$ cat src/rtl/btn_debounce_bank.sv
// btn_debounce_bank
// Bank of independent button debouncers. Every channel owns a two-flop
// synchroniser, a tick-qualified debounce counter that must see a new level
// persist before accepting it, one-cycle press/release pulses and a saturating
// hold counter that raises a single long_press pulse per press.
// The falling-edge pulse port is called release_pulse because "release" is a
// reserved word in SystemVerilog.

module btn_debounce_bank #(
  parameter int CHANNELS          = 4,
  parameter int DEBOUNCE_CYCLES   = 4,
  parameter int LONG_PRESS_CYCLES = 1024
) (
  input  logic                clk,
  input  logic                reset,
  input  logic                ce,
  input  logic [CHANNELS-1:0] in_signal,
  output logic [CHANNELS-1:0] out_signal,
  output logic [CHANNELS-1:0] press,
  output logic [CHANNELS-1:0] release_pulse,
  output logic [CHANNELS-1:0] long_press,
  output logic                any_active
);

  localparam int DW = $clog2(DEBOUNCE_CYCLES);
  localparam int HW = $clog2(LONG_PRESS_CYCLES + 1);

  localparam logic [DW-1:0] DB_LAST   = DW'(DEBOUNCE_CYCLES - 1);
  localparam logic [HW-1:0] HOLD_MAX  = HW'(LONG_PRESS_CYCLES);
  localparam logic [HW-1:0] HOLD_LAST = HW'(LONG_PRESS_CYCLES - 1);

  logic [CHANNELS-1:0] sync1;
  logic [CHANNELS-1:0] sync2;

  // Two-flop synchroniser for the raw asynchronous inputs; runs every clock
  always_ff @(posedge clk or posedge reset) begin
    if (reset) begin
      sync1 <= '0;
      sync2 <= '0;
    end else begin
      sync1 <= in_signal;
      sync2 <= sync1;
    end
  end

  genvar g;
  generate
    for (g = 0; g < CHANNELS; g++) begin : g_chan
      logic [DW-1:0] db_cnt;
      logic [HW-1:0] hold_cnt;

      // Debounce: accept a new level only after it persists for
      // DEBOUNCE_CYCLES ticks; any return to the current level restarts it
      always_ff @(posedge clk or posedge reset) begin
        if (reset) begin
          db_cnt           <= '0;
          out_signal[g]    <= 1'b0;
          press[g]         <= 1'b0;
          release_pulse[g] <= 1'b0;
        end else begin
          press[g]         <= 1'b0;
          release_pulse[g] <= 1'b0;
          if (sync2[g] == out_signal[g]) begin
            db_cnt <= '0;
          end else if (ce) begin
            if (db_cnt == DB_LAST) begin
              db_cnt           <= '0;
              out_signal[g]    <= sync2[g];
              press[g]         <= sync2[g];
              release_pulse[g] <= ~sync2[g];
            end else begin
              db_cnt <= db_cnt + 1'b1;
            end
          end
        end
      end

      // Hold timer: counts ticks while pressed, saturates, and pulses
      // long_press once on the step into saturation
      always_ff @(posedge clk or posedge reset) begin
        if (reset) begin
          hold_cnt      <= '0;
          long_press[g] <= 1'b0;
        end else begin
          long_press[g] <= 1'b0;
          if (!out_signal[g]) begin
            hold_cnt <= '0;
          end else if (ce && (hold_cnt < HOLD_MAX)) begin
            hold_cnt      <= hold_cnt + 1'b1;
            long_press[g] <= (hold_cnt == HOLD_LAST);
          end
        end
      end
    end
  endgenerate

  assign any_active = |out_signal;

endmodule

$ cat config.mk
export PLATFORM = sky130hd
export DESIGN_NAME = btn_debounce_bank
export DESIGN_NICKNAME = d
export VERILOG_FILES = /design/src/rtl/btn_debounce_bank.sv
export SDC_FILE = /design/constraint.sdc
export NUM_CORES = 1
export LEC_CHECK = 0
export CORE_ASPECT_RATIO = 0.8
export CORE_MARGIN = 2
export CORE_UTILIZATION = 34
export CTS_BUF_LIST = sky130_fd_sc_hd__clkbuf_4
export DETAILED_ROUTE_END_ITERATION = 12
export PLACE_DENSITY = 0.56
export SLEW_MARGIN = 25
export SYNTH_ARGS = -nofsm -noshare
export SYNTH_HDL_FRONTEND = slang
export SYNTH_SLANG_ARGS = --single-unit
$ cat constraint.sdc
create_clock -name clk -period 6.2 [get_ports clk]
set_input_delay 1.24 -clock clk [delete_from_list [all_inputs] [get_ports clk]]
set_output_delay 1.24 -clock clk [all_outputs]
set_load 0.005 [all_outputs]
==> impl_metrics.toml <==
[logic_synthesis]
ys_warn_count = 0
syn_area_sq_um = 3420
synthDistinctLibCells = 37
synthDominantCellAreaShare_pct = 55.6
synth-async-reset-ratio_pct = 100
synth_seq_area_share_pct = 55.6
syn_nets = 312
netlist_top_cells_area = "dfrtp_1 56%, and2_1 6.6%, xnor2_1 5.4%, xor2_1 3.8%, mux2i_1 3.2%"
ys_ff_latch = 76
yosys.area.top_type = "dfrtp_1"
netlist_instances = 297
synth_edf_count = 0
synth_ff_type = "dfrtp_1"
postSynthAreaPerCell_sq_um = 11.5

[pwr]
p_int_mw = 0.804
clkPwrFrac_pct = 30.6
p_per_area_nw_per_um2 = 283
combinationalPowerShare_pct = 14.4
ir_worst_vdd_v = 0.000119
netSwitchingPower_mw = 0.310
seq_power_share_pct = 55.0
switching_share_pct = 27.8
cellLeakagePower_nw = 1.78

[critical_path]
startpoint = "out_signal[0]"
r2r_cells = 4
crit_slowest_cell = "or4_1"
cp.depth = 2
crit_required_ps = 4960
start_kind = "flop"
reg2reg_from = "g_chan[2].hold_cnt[10]"
reg2reg_to = "g_chan[2].hold_cnt[9]"
critPathBufInv = 1
critPathCapture = "any_active"
cp_max_fo = 21
crit_family = "simple AND/OR/NAND/NOR gates"
arrival_ps = 2150
crit_chain = "or4_1 > clkdlybuf4s50_1"
r2r_setup_slack_ps = 4700
cp-end-kind = "output port"
crit_type = "reg2out"
critPathMaxStageDelay_ps = 630

[floorplan]
dieArea_sq_um = 10900
initial_core_util_pct = 35.2
fp.dieW_microns = 116
io_pins = 24
rows = 32
coreArea_sq_um = 9730
die_h_microns = 93.8

[final_layout]
nFillCells = 960
layout.nets = 336
drive_above_1_share_pct = 7.98
syn_to_final_growth_pct = 15.1
final_util_pct = 40.5
regArea_sq_um = 1900
instances_no_fill = 462
diodes = 0
multiInputGateArea_sq_um = 1450

[drt]
drc = 0
avgViaCountPerCell = 4.61
dr.pass1.iters = 4
routed_wl_microns = 5630
drt_iter0_markers = 149
vias = 2128
post_drt_wl_per_cell_microns = 12.2
ant_nets = 0

[sta]
finalHoldViolCount = 0
slew_viol_final = 0
period_needed_ps = 3390
rsz0062_at_grt = "false"
tightest_slew_ps = 937
tns_ps = 0
setup_viol = 0
max_slew_margin_pct = 37.3
skew_ps = 12.1
fmax_mhz = 295
period_share_pct = 54.6

[clocking]
cts_resized = 0
post_cts_buffers = 0
cts_root_buffer = "clkbuf_4"
cts_max_level = 3
cts.sinks = 76
clk_pin_slew_worst_paths_ps = 120
cts_tree = "done"
clock_latency_ps = 430
cts_buffers = 9
hold_buffers = 0
cts_buffer_depth = 2

[min_path]
min_path_type = "reg2reg"

[global_routing]
grt_max_degree = 43
grt_remaining_overflow = 0
grt_pass1_vias = 2078
grt_pass1_wl_microns = 9840
grt_antenna_before_repair = 0
gr-usage-all-layers_pct = 11.7

[run_status]
status = "finished clean"

[placement]
gp_congestion = 0.709
dp_hpwl_microns = 3630
portBuffers = 23
dp_cells = 446

[job]
cap_viol_max_count = 0
## worst reg2reg max path, cell delays in order (launching register included)
cell and delay, ps:
dfrtp_1 390, nand2b_1 310, a2111oi_4 450, xor2_1 100
and2_1 160
## worst min-delay path by stage
stage,endpoint,depth (start not counted),startpoint,slack [ps]
6_report,sync2[1],0,sync1[1],360
5_1_grt,sync2[1],0,sync1[1],370
4_1_cts,sync2[1],0,sync1[1],360
3_5_place_dp,sync2[3],0,sync1[3],340
3_3_place_gp,sync2[2],0,sync1[2],340
2_1_floorplan,sync2[0],0,sync1[0],330
## cells in the mapped netlist (2+ instances only)
master	count
clkbuf_1	8
nand2b_1	2
nand4_1	8
nor4_1	2
buf_2	2
ha_1	8
and4b_1	2
and2_1	36
o21ai_0	4
inv_1	5
nand3_1	9
nand2_1	19
o21a_1	4
a21boi_0	4
mux2_2	4
nor3b_1	8
nor2_1	15
dfrtp_1	76
nand4b_1	2
xor2_1	15
nor2b_1	5
xnor2_1	21
a21oi_1	2
nor3_1	8
or3_1	4
a211oi_1	3
mux2i_1	11
## stage by stage
step                      setup slack [ps]  power [mW]  instance area, sq um  hold WS (ps)
after floorplan                       3020       0.719                  3420           331
after global placement                2630       0.783                  3780           339
after detailed placement              2570       0.790                  3780           336
after CTS                             2750        1.14                  3940           365
after global routing                  2690        1.19                  3940           371
final                                 2810        1.11                  3940           363
## cell usage in the layout (no fill, tap or decap), types with 9 or more instances in the layout
| cell type | instances |
|---|---|
| clkbuf_4 | 11 |
| and2_1 | 36 |
| dfrtp_1 | 76 |
| nor2_1 | 15 |
| nand2_1 | 19 |
| xor2_1 | 15 |
| nand3_1 | 9 |
| xnor2_1 | 21 |
| mux2i_1 | 11 |
| clkdlybuf4s50_1 | 23 |
## flip-flops by register name, indices dropped and copies added, names as in the netlist
signal / flops
long_press: 4
release_pulse: 4
press: 4
g_chan.hold_cnt: 44
out_signal: 4
g_chan.db_cnt: 8
sync1: 4
sync2: 4
## power by group through the flow
stage | clock (mW) | sequential (mW) | combinational [mW]
floorplan | 0 | 0.577 | 0.142
detailed placement | 0 | 0.625 | 0.164
global placement | 0 | 0.624 | 0.159
CTS | 0.356 | 0.616 | 0.165
global route | 0.382 | 0.625 | 0.183
finish | 0.341 | 0.612 | 0.160
## cell type report
class / count / area share, %
Clock inverter: 5 / 1.94
Timing Repair Buffer: 24 / 6.04
Inverter: 5 / 0.476
Multi-Input combinational cell: 205 / 36.8
Tap cell: 136 / 4.32
Sequential cell: 76 / 48.3
Clock buffer: 11 / 2.10
## kinds of logic after synthesis
kind of cell	count (synthesis)	share of synthesized area, %
adders and majority gates	8	2.92
xor gates and xnor gates	36	9.21
AOI/OAI and AO/OA	20	4.75
and+or+nand+nor	126	21.0
buffers and inverters	16	2.05
DFF	76	55.6
muxes	15	4.53
## routing by layer
| layer | global-route usage (%) | share of wire [%] |
|---|---|---|
| met4 | 3.27 | 1.2 |
| met1 | 15.8 | 51 |
| met2 | 17.0 | 44 |
| met3 | 5.03 | 4.2 |
| met5 | 0 | 0 |
No activity file was read; power rests on OpenSTA's default activity.
